===== config.mk =====
export PLATFORM = sky130hd
export DESIGN_NAME = alu_mc
export DESIGN_NICKNAME = d
export VERILOG_FILES = /design/src/rtl/alu_mc.sv
export SDC_FILE = /design/constraint.sdc
export NUM_CORES = 1
export LEC_CHECK = 0
export CAP_MARGIN = 10
export CORE_ASPECT_RATIO = 2
export CORE_UTILIZATION = 45
export CTS_CLUSTER_DIAMETER = 200
export CTS_CLUSTER_SIZE = 28
export DETAILED_ROUTE_END_ITERATION = 16
export HOLD_SLACK_MARGIN = 0.08
export PLACE_DENSITY = 0.63
export SLEW_MARGIN = 30
export SYNTH_ARGS = -nofsm -noshare
export SYNTH_HDL_FRONTEND = slang
export SYNTH_SLANG_ARGS = --single-unit

===== constraint.sdc =====
create_clock -name clk -period 4.7 [get_ports clk]
set_clock_uncertainty 0.15 [all_clocks]
set_input_delay 0.47 -clock clk [delete_from_list [all_inputs] [get_ports clk]]
set_output_delay 0.47 -clock clk [all_outputs]
set_load 0.1 [all_outputs]

===== src/rtl/alu_mc.sv =====
// alu_mc: multi-cycle ALU with a valid/ready handshake on both sides.
// Single-cycle ops finish on the accept edge. Shifts iterate one bit per
// cycle, and the optional multiplier runs one multiplier bit per cycle.
// Results, ZNCV flags and the invalid-opcode bit are registered and held
// until the consumer takes them.
module alu_mc #(
    parameter int N      = 32,
    parameter bit MUL_EN = 1'b1
) (
    input  logic         clk,
    input  logic         rst_n,
    input  logic         in_valid,
    output logic         in_ready,
    input  logic [3:0]   alu_ctrl,
    input  logic [N-1:0] src_A,
    input  logic [N-1:0] src_B,
    output logic         out_valid,
    input  logic         out_ready,
    output logic [N-1:0] alu_result,
    output logic [3:0]   alu_flags,
    output logic         alu_err
);

    localparam int SHW = $clog2(N);
    // One extra bit so the counter can hold N for the multiplier.
    localparam int CW  = SHW + 1;

    localparam logic [3:0] OP_AND  = 4'd0;
    localparam logic [3:0] OP_XOR  = 4'd1;
    localparam logic [3:0] OP_SUB  = 4'd2;
    localparam logic [3:0] OP_ADD  = 4'd3;
    localparam logic [3:0] OP_MOVE = 4'd4;
    localparam logic [3:0] OP_NOT  = 4'd5;
    localparam logic [3:0] OP_OR   = 4'd6;
    localparam logic [3:0] OP_SLL  = 4'd7;
    localparam logic [3:0] OP_SRL  = 4'd8;
    localparam logic [3:0] OP_MUL  = 4'd9;

    typedef enum logic [1:0] {
        IDLE = 2'd0,
        EXEC = 2'd1,
        DONE = 2'd2
    } state_t;

    typedef enum logic [1:0] {
        K_SLL = 2'd0,
        K_SRL = 2'd1,
        K_MUL = 2'd2
    } kind_t;

    state_t         state_reg, state_next;
    kind_t          kind_reg;
    logic [N-1:0]   work_reg;
    logic [CW-1:0]  cnt_reg;
    logic           out_valid_reg;
    logic [N-1:0]   result_reg;
    logic [3:0]     flags_reg;
    logic           err_reg;

    // Request decode
    logic [SHW-1:0] shamt;
    logic           is_shift;
    logic           is_mul_op;
    logic           goes_exec;
    logic           load_iter;

    assign shamt     = src_B[SHW-1:0];
    assign is_shift  = (alu_ctrl == OP_SLL) || (alu_ctrl == OP_SRL);
    assign is_mul_op = MUL_EN && (alu_ctrl == OP_MUL);
    // A zero-distance shift has nothing to iterate, so it completes like a
    // single-cycle op.
    assign goes_exec = (is_shift && (shamt != '0)) || is_mul_op;
    assign load_iter = in_valid && (state_reg == IDLE) && goes_exec;

    assign in_ready   = (state_reg == IDLE);
    assign out_valid  = out_valid_reg;
    assign alu_result = result_reg;
    assign alu_flags  = flags_reg;
    assign alu_err    = err_reg;

    // Single-cycle datapath
    logic [N:0]   add_ext;
    logic [N:0]   sub_ext;
    logic [N-1:0] sc_result;
    logic         sc_c;
    logic         sc_v;
    logic         sc_err;

    assign add_ext = {1'b0, src_A} + {1'b0, src_B};
    // The carry out of A + ~B + 1 is the no-borrow flag (A >= B unsigned).
    assign sub_ext = {1'b0, src_A} + {1'b0, ~src_B} + {{N{1'b0}}, 1'b1};

    // Result and C/V for every op that completes on the accept edge.
    always_comb begin
        sc_result = '0;
        sc_c      = 1'b0;
        sc_v      = 1'b0;
        sc_err    = 1'b0;
        case (alu_ctrl)
            OP_AND:  sc_result = src_A & src_B;
            OP_XOR:  sc_result = src_A ^ src_B;
            OP_SUB: begin
                sc_result = sub_ext[N-1:0];
                sc_c      = sub_ext[N];
                sc_v      = (src_A[N-1] != src_B[N-1]) && (sub_ext[N-1] != src_A[N-1]);
            end
            OP_ADD: begin
                sc_result = add_ext[N-1:0];
                sc_c      = add_ext[N];
                sc_v      = (src_A[N-1] == src_B[N-1]) && (add_ext[N-1] != src_A[N-1]);
            end
            OP_MOVE: sc_result = src_B;
            OP_NOT:  sc_result = ~src_A;
            OP_OR:   sc_result = src_A | src_B;
            // Only reached with shamt == 0: the operand passes through, C = 0.
            OP_SLL, OP_SRL: sc_result = src_A;
            // Invalid opcodes, and MUL when the multiplier is not built.
            default: sc_err = 1'b1;
        endcase
    end

    // Iterative datapath
    logic [N-1:0] work_step;
    logic [N-1:0] iter_result;
    logic         iter_c;
    logic [N-1:0] acc_step;

    // One iteration step. In MUL the working register holds the
    // multiplicand, which moves left one place per step.
    always_comb begin
        work_step   = work_reg;
        iter_result = '0;
        iter_c      = 1'b0;
        case (kind_reg)
            K_SRL: begin
                work_step   = {1'b0, work_reg[N-1:1]};
                iter_c      = work_reg[0];
                iter_result = {1'b0, work_reg[N-1:1]};
            end
            K_MUL: begin
                work_step   = {work_reg[N-2:0], 1'b0};
                iter_result = acc_step;
            end
            default: begin
                work_step   = {work_reg[N-2:0], 1'b0};
                iter_c      = work_reg[N-1];
                iter_result = {work_reg[N-2:0], 1'b0};
            end
        endcase
    end

    generate
        if (MUL_EN) begin : g_mul
            logic [N-1:0] acc_reg;
            logic [N-1:0] mplier_reg;

            // Shift-add: add the shifted multiplicand when the current
            // multiplier LSB is set, then consume that bit.
            always_ff @(posedge clk) begin
                if (!rst_n) begin
                    acc_reg    <= '0;
                    mplier_reg <= '0;
                end else if (load_iter) begin
                    acc_reg    <= '0;
                    mplier_reg <= src_B;
                end else if ((state_reg == EXEC) && (kind_reg == K_MUL)) begin
                    acc_reg    <= acc_step;
                    mplier_reg <= {1'b0, mplier_reg[N-1:1]};
                end
            end

            assign acc_step = acc_reg + (mplier_reg[0] ? work_reg : '0);
        end else begin : g_no_mul
            assign acc_step = '0;
        end
    endgenerate

    // State register
    always_ff @(posedge clk) begin
        if (!rst_n) begin
            state_reg <= IDLE;
        end else begin
            state_reg <= state_next;
        end
    end

    // Next-state logic
    always_comb begin
        state_next = state_reg;
        case (state_reg)
            IDLE: begin
                if (in_valid) begin
                    state_next = goes_exec ? EXEC : DONE;
                end
            end
            EXEC: begin
                if (cnt_reg == CW'(1)) begin
                    state_next = DONE;
                end
            end
            DONE: begin
                if (out_ready) begin
                    state_next = IDLE;
                end
            end
            default: state_next = IDLE;
        endcase
    end

    // Operand capture, iteration and result/flag registers
    always_ff @(posedge clk) begin
        if (!rst_n) begin
            kind_reg      <= K_SLL;
            work_reg      <= '0;
            cnt_reg       <= '0;
            out_valid_reg <= 1'b0;
            result_reg    <= '0;
            flags_reg     <= '0;
            err_reg       <= 1'b0;
        end else begin
            case (state_reg)
                IDLE: begin
                    if (in_valid) begin
                        if (goes_exec) begin
                            work_reg <= src_A;
                            if (is_mul_op) begin
                                kind_reg <= K_MUL;
                                cnt_reg  <= CW'(N);
                            end else begin
                                kind_reg <= (alu_ctrl == OP_SRL) ? K_SRL : K_SLL;
                                cnt_reg  <= {1'b0, shamt};
                            end
                        end else begin
                            result_reg    <= sc_result;
                            flags_reg     <= {(sc_result == '0), sc_result[N-1], sc_c, sc_v};
                            err_reg       <= sc_err;
                            out_valid_reg <= 1'b1;
                        end
                    end
                end
                EXEC: begin
                    work_reg <= work_step;
                    cnt_reg  <= cnt_reg - CW'(1);
                    if (cnt_reg == CW'(1)) begin
                        result_reg    <= iter_result;
                        flags_reg     <= {(iter_result == '0), iter_result[N-1], iter_c, 1'b0};
                        err_reg       <= 1'b0;
                        out_valid_reg <= 1'b1;
                    end
                end
                DONE: begin
                    if (out_ready) begin
                        out_valid_reg <= 1'b0;
                    end
                end
                default: ;
            endcase
        end
    end

endmodule


==> results of run 1 <==
critical path, stage by stage, from the launching register on:
cell and delay (ps):
dfxtp_1 400, and2_1 210, ha_1 240, fa_1 450, buf_4 160, xor2_1 170, a221oi_1 280, buf_4 190
a21oi_1 80, nor4b_2 460, nand3_1 120, nor4_1 230, nand4_1 140, buf_4 170, nor4_2 320, nand4_1 140
nor3_1 170, nand4_1 170, o211ai_2 110
stage by stage:
stage                     power (mW)  util (%)  instance area [um^2]  hold WS, ps
final                          4.633     57.66                 18990        302.7
after detailed placement       3.125     55.70                 18340        296.0
after global placement         3.118     55.71                 18350        291.0
after floorplan                2.350         -                 15090        286.0
after CTS                      4.598     57.53                 18950        305.9
after global routing           4.790     57.66                 18990        319.7
final cells by class:
class / count / share of cell area [%]
Multi-Input combinational cell: 1767 / 59.24
Tap cell: 432 / 2.847
Antenna cell: 1 / 0.01318
Clock buffer: 18 / 2.260
Clock inverter: 13 / 0.9291
Timing Repair Buffer: 397 / 17.44
Inverter: 111 / 2.201
Sequential cell: 143 / 15.08
synthesized netlist by cell type, drive strengths merged (19+ instances only):
| cell type | instances | area share [%] |
|---|---|---|
| a211oi | 33 | 1.6 |
| a21oi | 244 | 8.1 |
| a22oi | 59 | 2.9 |
| a311oi | 31 | 1.8 |
| a31oi | 21 | 0.87 |
| and2 | 38 | 1.6 |
| buf | 20 | 0.70 |
| clkbuf | 142 | 3.5 |
| dfxtp | 143 | 19 |
| ha | 131 | 11 |
| inv | 111 | 2.8 |
| nand2 | 233 | 5.8 |
| nand2b | 43 | 1.8 |
| nand3 | 48 | 1.6 |
| nand4 | 19 | 0.79 |
| nor2 | 273 | 6.8 |
| nor2b | 20 | 0.83 |
| nor3 | 43 | 1.4 |
| o211ai | 27 | 1.4 |
| o21ai | 105 | 3.5 |
| o221ai | 22 | 1.3 |
power by group through the flow:
stage | clock network [mW] | registers (mW) | logic [mW]
floorplan | 0 | 1.53 | 0.820
global placement | 0 | 1.35 | 1.77
CTS | 1.49 | 1.33 | 1.78
global route | 1.53 | 1.33 | 1.93
finish | 1.48 | 1.33 | 1.82
detailed placement | 0 | 1.35 | 1.77
final timing paths:
check / start / end / slack [ps] / depth (start not counted)
hold reg to reg: g_mul.mplier_reg[27]$_SDFFE_PN0P_ / g_mul.mplier_reg[27]$_SDFFE_PN0P_ / 300 / 2
hold / removal: g_mul.mplier_reg[27]$_SDFFE_PN0P_ / g_mul.mplier_reg[27]$_SDFFE_PN0P_ / 300 / 2
setup / recovery: g_mul.mplier_reg[0]$_SDFFE_PN0P_ / alu_flags[3]$_SDFFE_PN0P_ / 300 / 18
setup reg to reg: g_mul.mplier_reg[0]$_SDFFE_PN0P_ / alu_flags[3]$_SDFFE_PN0P_ / 300 / 18
metal layers:
layer / share of wire [%] / track usage, % / vias to the layer above
met1: 35 / 40.74 / 8676
met3: 5.3 / 6.098 / 283
li1: - / - / 8488
met2: 50 / 73.74 / 844
met4: 9.1 / 35.34 / 0
met5: 0 / 0 / -
cells by family (layout without fill, tap and decap cells):
logic type | Yosys count | after routing | share of synthesized area [%]
multiplexers | 20 | 20 | 1.426
XOR/XNOR | 32 | 32 | 1.857
other | 0 | 1 | 0
buffers and inverters | 273 | 539 | 6.990
AND/OR/NAND/NOR | 803 | 803 | 24.73
flip-flops | 143 | 143 | 18.97
adder cells (fa/ha/maj) | 134 | 134 | 11.26
AO/OA/AOI/OAI | 778 | 778 | 34.76
==> flow_summary.json, run 1 <==
{
  "switching_share_pct": 39.98,
  "overflow": 0,
  "io_buffers": 110,
  "drt-total-wl_um": 70910,
  "rsz0062_at_grt": "false",
  "wl_per_cell_um": 24.60,
  "layout_commonest_cell": "buf_4",
  "grt_pass1_wl_um": 106000,
  "clock_latency_ps": 450,
  "grt_max_degree": 76,
  "numCtsBuffers": 17,
  "antenna_found_initial": 1,
  "p_leak_nw": 7.805,
  "tns_ps": 0,
  "pin_count": 111,
  "hold_buffers": 0,
  "ys_ff_latch": 143,
  "syn_area_per_cell_um2": 6.912,
  "place.gp.congestion": 1.030,
  "core_area_mm2": 0.03293,
  "dp.cells": 2850,
  "required_ps": 4930,
  "synth_area_mm2": 0.01509,
  "layout_worst_path_cycle_share_pct": 93.71,
  "synth_edf_count": 0,
  "p_int_mw": 2.781,
  "fin_ws_ps": 295.6,
  "yosysSeqAreaShare_pct": 18.97,
  "worst_setup_path_start_kind": "flip-flop",
  "start_util_pct": 45.82,
  "final_cell_mix": "buf_4 (282), nor2_1 (272), a21oi_1 (244), nand2_1 (233), dfxtp_1 (143)",
  "setup.worst_path.end_class": "flip-flop",
  "hold_viol": 0,
  "rows": 94,
  "syn_inst": 2183,
  "switching_power_mw": 1.852,
  "worstSetupPathType": "reg2reg",
  "yosys.cell_types.count": 81,
  "crit_arrival_ps": 4630,
  "die_w_um": 131.5,
  "combPwrFrac_pct": 39.3,
  "layout.cells.non_filler": 2882,
  "ys_async_sr_fraction_pct": 0,
  "syn2layout_area_growth_pct": 25.84,
  "pwr_density_cell_mw_per_mm2": 244.0,
  "ys.flop_type": "dfxtp_1",
  "drcViolationCount": 0,
  "num-fill-cells": 3187,
  "pre_cts_slack_ps": -324.5,
  "grt_pass1_vias": 18150,
  "syn_nets": 2389,
  "cap_violations": 0,
  "setup_viol": 0,
  "max_freq_mhz": 227.0,
  "drv_slew": 0,
  "clock_sinks": 143,
  "track_usage_pct": 40.72,
  "cts_resized": 0,
  "holdCritPathClass": "reg2reg",
  "relSlewSlack_pct": 30.02,
  "drive_gt1_share_pct": 14.82,
  "nNetsFinal": 2643,
  "die_h_um": 261.0,
  "ant_nets": 0,
  "layout.area.seq_mm2": 0.002863,
  "cts_tree": "done",
  "hpwl_um": 56240,
  "clockBufferDepth": 2,
  "synth_warnings": 0,
  "postCtsSetupRepairBufs": 0,
  "outcome": "completed",
  "vdd_drop_max_mv": 0.2832,
  "cp_max_fo": 10,
  "cts-root-buf": "clkbuf_16",
  "tightest_slew_ps": 1047,
  "pwr-share-seq_pct": 28.7,
  "first_pass_iters": 6,
  "pwr-share-clk_pct": 32.0,
  "dieArea_mm2": 0.03431,
  "clk_pin_slew_ps": 70,
  "fin_crit_ps": 4404,
  "drtIter0Drc": 1371,
  "vias": 18290,
  "viasPerCell": 6.347,
  "htree_levels": 4,
  "multi_input_area_mm2": 0.01125
}
(Power assumes the default switching activity.)
==> run 2: changes to the inputs <==
--- a/config.mk
+++ b/config.mk
@@ -5,8 +5,8 @@
 export SDC_FILE = /design/constraint.sdc
 export NUM_CORES = 1
 export LEC_CHECK = 0
-export CAP_MARGIN = 10
 export CORE_ASPECT_RATIO = 2
+export CORE_MARGIN = 1
 export CORE_UTILIZATION = 45
 export CTS_CLUSTER_DIAMETER = 200
 export CTS_CLUSTER_SIZE = 28
==> results of run 2 <==
Final layout, timing and power as in run 1 (identical DEF).
==> run 3: changes to the inputs <==
--- a/config.mk
+++ b/config.mk
@@ -11,8 +11,9 @@
 export CTS_CLUSTER_DIAMETER = 200
 export CTS_CLUSTER_SIZE = 28
 export DETAILED_ROUTE_END_ITERATION = 16
+export DONT_BUFFER_PORTS = 1
 export HOLD_SLACK_MARGIN = 0.08
-export PLACE_DENSITY = 0.63
+export PLACE_DENSITY = 0.59
 export SLEW_MARGIN = 30
 export SYNTH_ARGS = -nofsm -noshare
 export SYNTH_HDL_FRONTEND = slang
==> flow_summary.json, run 3 (same netlist as run 1, synthesis figures left out) <==
{
  "max_freq_mhz": 223.5,
  "hpwl_um": 53320,
  "p_leak_nw": 6.635,
  "drt-total-wl_um": 68670,
  "layout.cells.non_filler": 2618,
  "holdCritPathClass": "in2reg",
  "track_usage_pct": 39.39,
  "relSlewSlack_pct": 26.03,
  "grt_pass1_vias": 17170,
  "viasPerCell": 6.638,
  "crit_end": "alu_flags[3]$_SDFFE_PN0P_",
  "core_area_mm2": 0.03293,
  "vdd_drop_max_mv": 0.2825,
  "fin_hold_ws_ps": 79.78,
  "dieArea_mm2": 0.03431,
  "rsz0062_at_grt": "false",
  "setup.worst_path.end_class": "flip-flop",
  "cap_violations": 0,
  "postCtsSetupRepairBufs": 0,
  "critPathLaunch": "g_mul.mplier_reg[0]$_SDFFE_PN0P_",
  "die_w_um": 131.5,
  "worst_setup_path_start_kind": "flip-flop",
  "pwr_density_cell_mw_per_mm2": 258.8,
  "die_h_um": 261.0,
  "nNetsFinal": 2378,
  "tightest_slew_ps": 1094,
  "required_ps": 4930,
  "final_cell_mix": "nor2_1 (269), a21oi_1 (244), nand2_1 (232), ha_1 (129), dfxtp_1 (129)",
  "clockBufferDepth": 2,
  "layout_worst_path_cycle_share_pct": 95.22,
  "total_power_mw": 4.354,
  "first_pass_iters": 8,
  "layout.area.seq_mm2": 0.002883,
  "combPwrFrac_pct": 29.3,
  "cts_tree": "done",
  "io_buffers": 0,
  "r2r-start": "g_mul.mplier_reg[0]$_SDFFE_PN0P_",
  "clock_latency_ps": 450,
  "wl_per_cell_um": 26.23,
  "antenna_found_initial": 1,
  "clk_pin_slew_ps": 70,
  "rr_endpoint": "alu_flags[3]$_SDFFE_PN0P_",
  "fin_crit_ps": 4475,
  "start_util_pct": 45.82,
  "tns_ps": 0,
  "worstSetupPathType": "reg2reg",
  "num-fill-cells": 3364,
  "rrSetupSlack_ps": 220,
  "syn2layout_area_growth_pct": 11.50,
  "htree_levels": 4,
  "hold_viol": 0,
  "pwr-share-seq_pct": 35.4,
  "multi_input_area_mm2": 0.01123,
  "place.gp.congestion": 1.045,
  "dp.cells": 2559,
  "switching_share_pct": 39.73,
  "clock_sinks": 143,
  "cp_max_fo": 13,
  "layout_commonest_cell": "nor2_1",
  "ff2ff_path_depth": 15,
  "setup_viol": 0,
  "grt_pass1_wl_um": 102300,
  "crit_arrival_ps": 4700,
  "grt_max_degree": 50,
  "rows": 94,
  "drcViolationCount": 0,
  "cts-root-buf": "clkbuf_16",
  "pwr-share-clk_pct": 35.3,
  "drtIter0Drc": 1408,
  "ant_nets": 0,
  "outcome": "completed",
  "numCtsBuffers": 17,
  "switching_power_mw": 1.730,
  "final_util_pct": 51.09,
  "pin_count": 111,
  "drv_slew": 0,
  "overflow": 0,
  "drive_gt1_share_pct": 8.924,
  "vias": 17380,
  "p_int_mw": 2.624
}
run 3: worst min-delay path by stage:
| stage | start | end | slack, ps | cells past startpoint |
|---|---|---|---|---|
| floorplan | g_mul.mplier_reg[10]$_SDFFE_PN0P_ | g_mul.mplier_reg[10]$_SDFFE_PN0P_ | 290 | 2 |
| global placement | g_mul.mplier_reg[27]$_SDFFE_PN0P_ | g_mul.mplier_reg[27]$_SDFFE_PN0P_ | 290 | 2 |
| detailed placement | g_mul.mplier_reg[29]$_SDFFE_PN0P_ | g_mul.mplier_reg[29]$_SDFFE_PN0P_ | 300 | 2 |
| CTS | src_B[12] | g_mul.mplier_reg[12]$_SDFFE_PN0P_ | 80 | 2 |
| global route | src_B[1] | g_mul.mplier_reg[1]$_SDFFE_PN0P_ | 90 | 2 |
| finish | src_B[12] | g_mul.mplier_reg[12]$_SDFFE_PN0P_ | 80 | 2 |
run 3: cell type report:
class | instances | share of cell area (%)
sequential | 143 | 17.13
timing repair buffer | 132 | 6.648
antenna | 1 | 0.01487
multi-input combinational | 1767 | 66.74
inverter | 111 | 2.484
clock inverter | 14 | 1.220
clock buffer | 18 | 2.551
tap | 432 | 3.213
run 3: per-layer routing:
metal,global-route usage (%),routed length (um),up-vias
li1,-,-,7955
met1,38.60,23560,8297
met2,70.97,34400,819
met3,6.930,4193,307
met4,35.47,6516,0
met5,0,0,-
run 3: power groups by stage:
| stage | Clock [mW] | Combinational, mW | Sequential [mW] |
|---|---|---|---|
| 2_1_floorplan | 0 | 0.820 | 1.53 |
| 3_3_place_gp | 0 | 1.21 | 1.56 |
| 3_5_place_dp | 0 | 1.21 | 1.56 |
| 4_1_cts | 1.57 | 1.24 | 1.54 |
| 5_1_grt | 1.60 | 1.36 | 1.55 |
| 6_report | 1.54 | 1.27 | 1.54 |
run 3: timing repair:
item	in CTS	in global routing
resized for setup	0	1
hold endpoints to repair	35	0
setup endpoints to repair	0	1
hold buffers	26	0
run 3: critical path, cell delays in order, from the launching register on:
cell	delay (ps)
dfxtp_1	430
and2_1	230
ha_1	220
fa_1	460
a211oi_2	300
o211ai_1	280
nand4_1	220
nand3_1	220
a31oi_1	300
xor2_1	290
o221ai_1	310
nor4_1	340
nand4_1	150
nor3_1	200
nand4_1	170
o211ai_2	110
run 3: stage by stage:
step	cell area, um^2	worst slack, ps
after floorplan	15090	812.6
after global placement	15900	340.6
after detailed placement	15920	319.7
after CTS	16810	250.2
after global routing	16820	37.95
final	16820	224.8
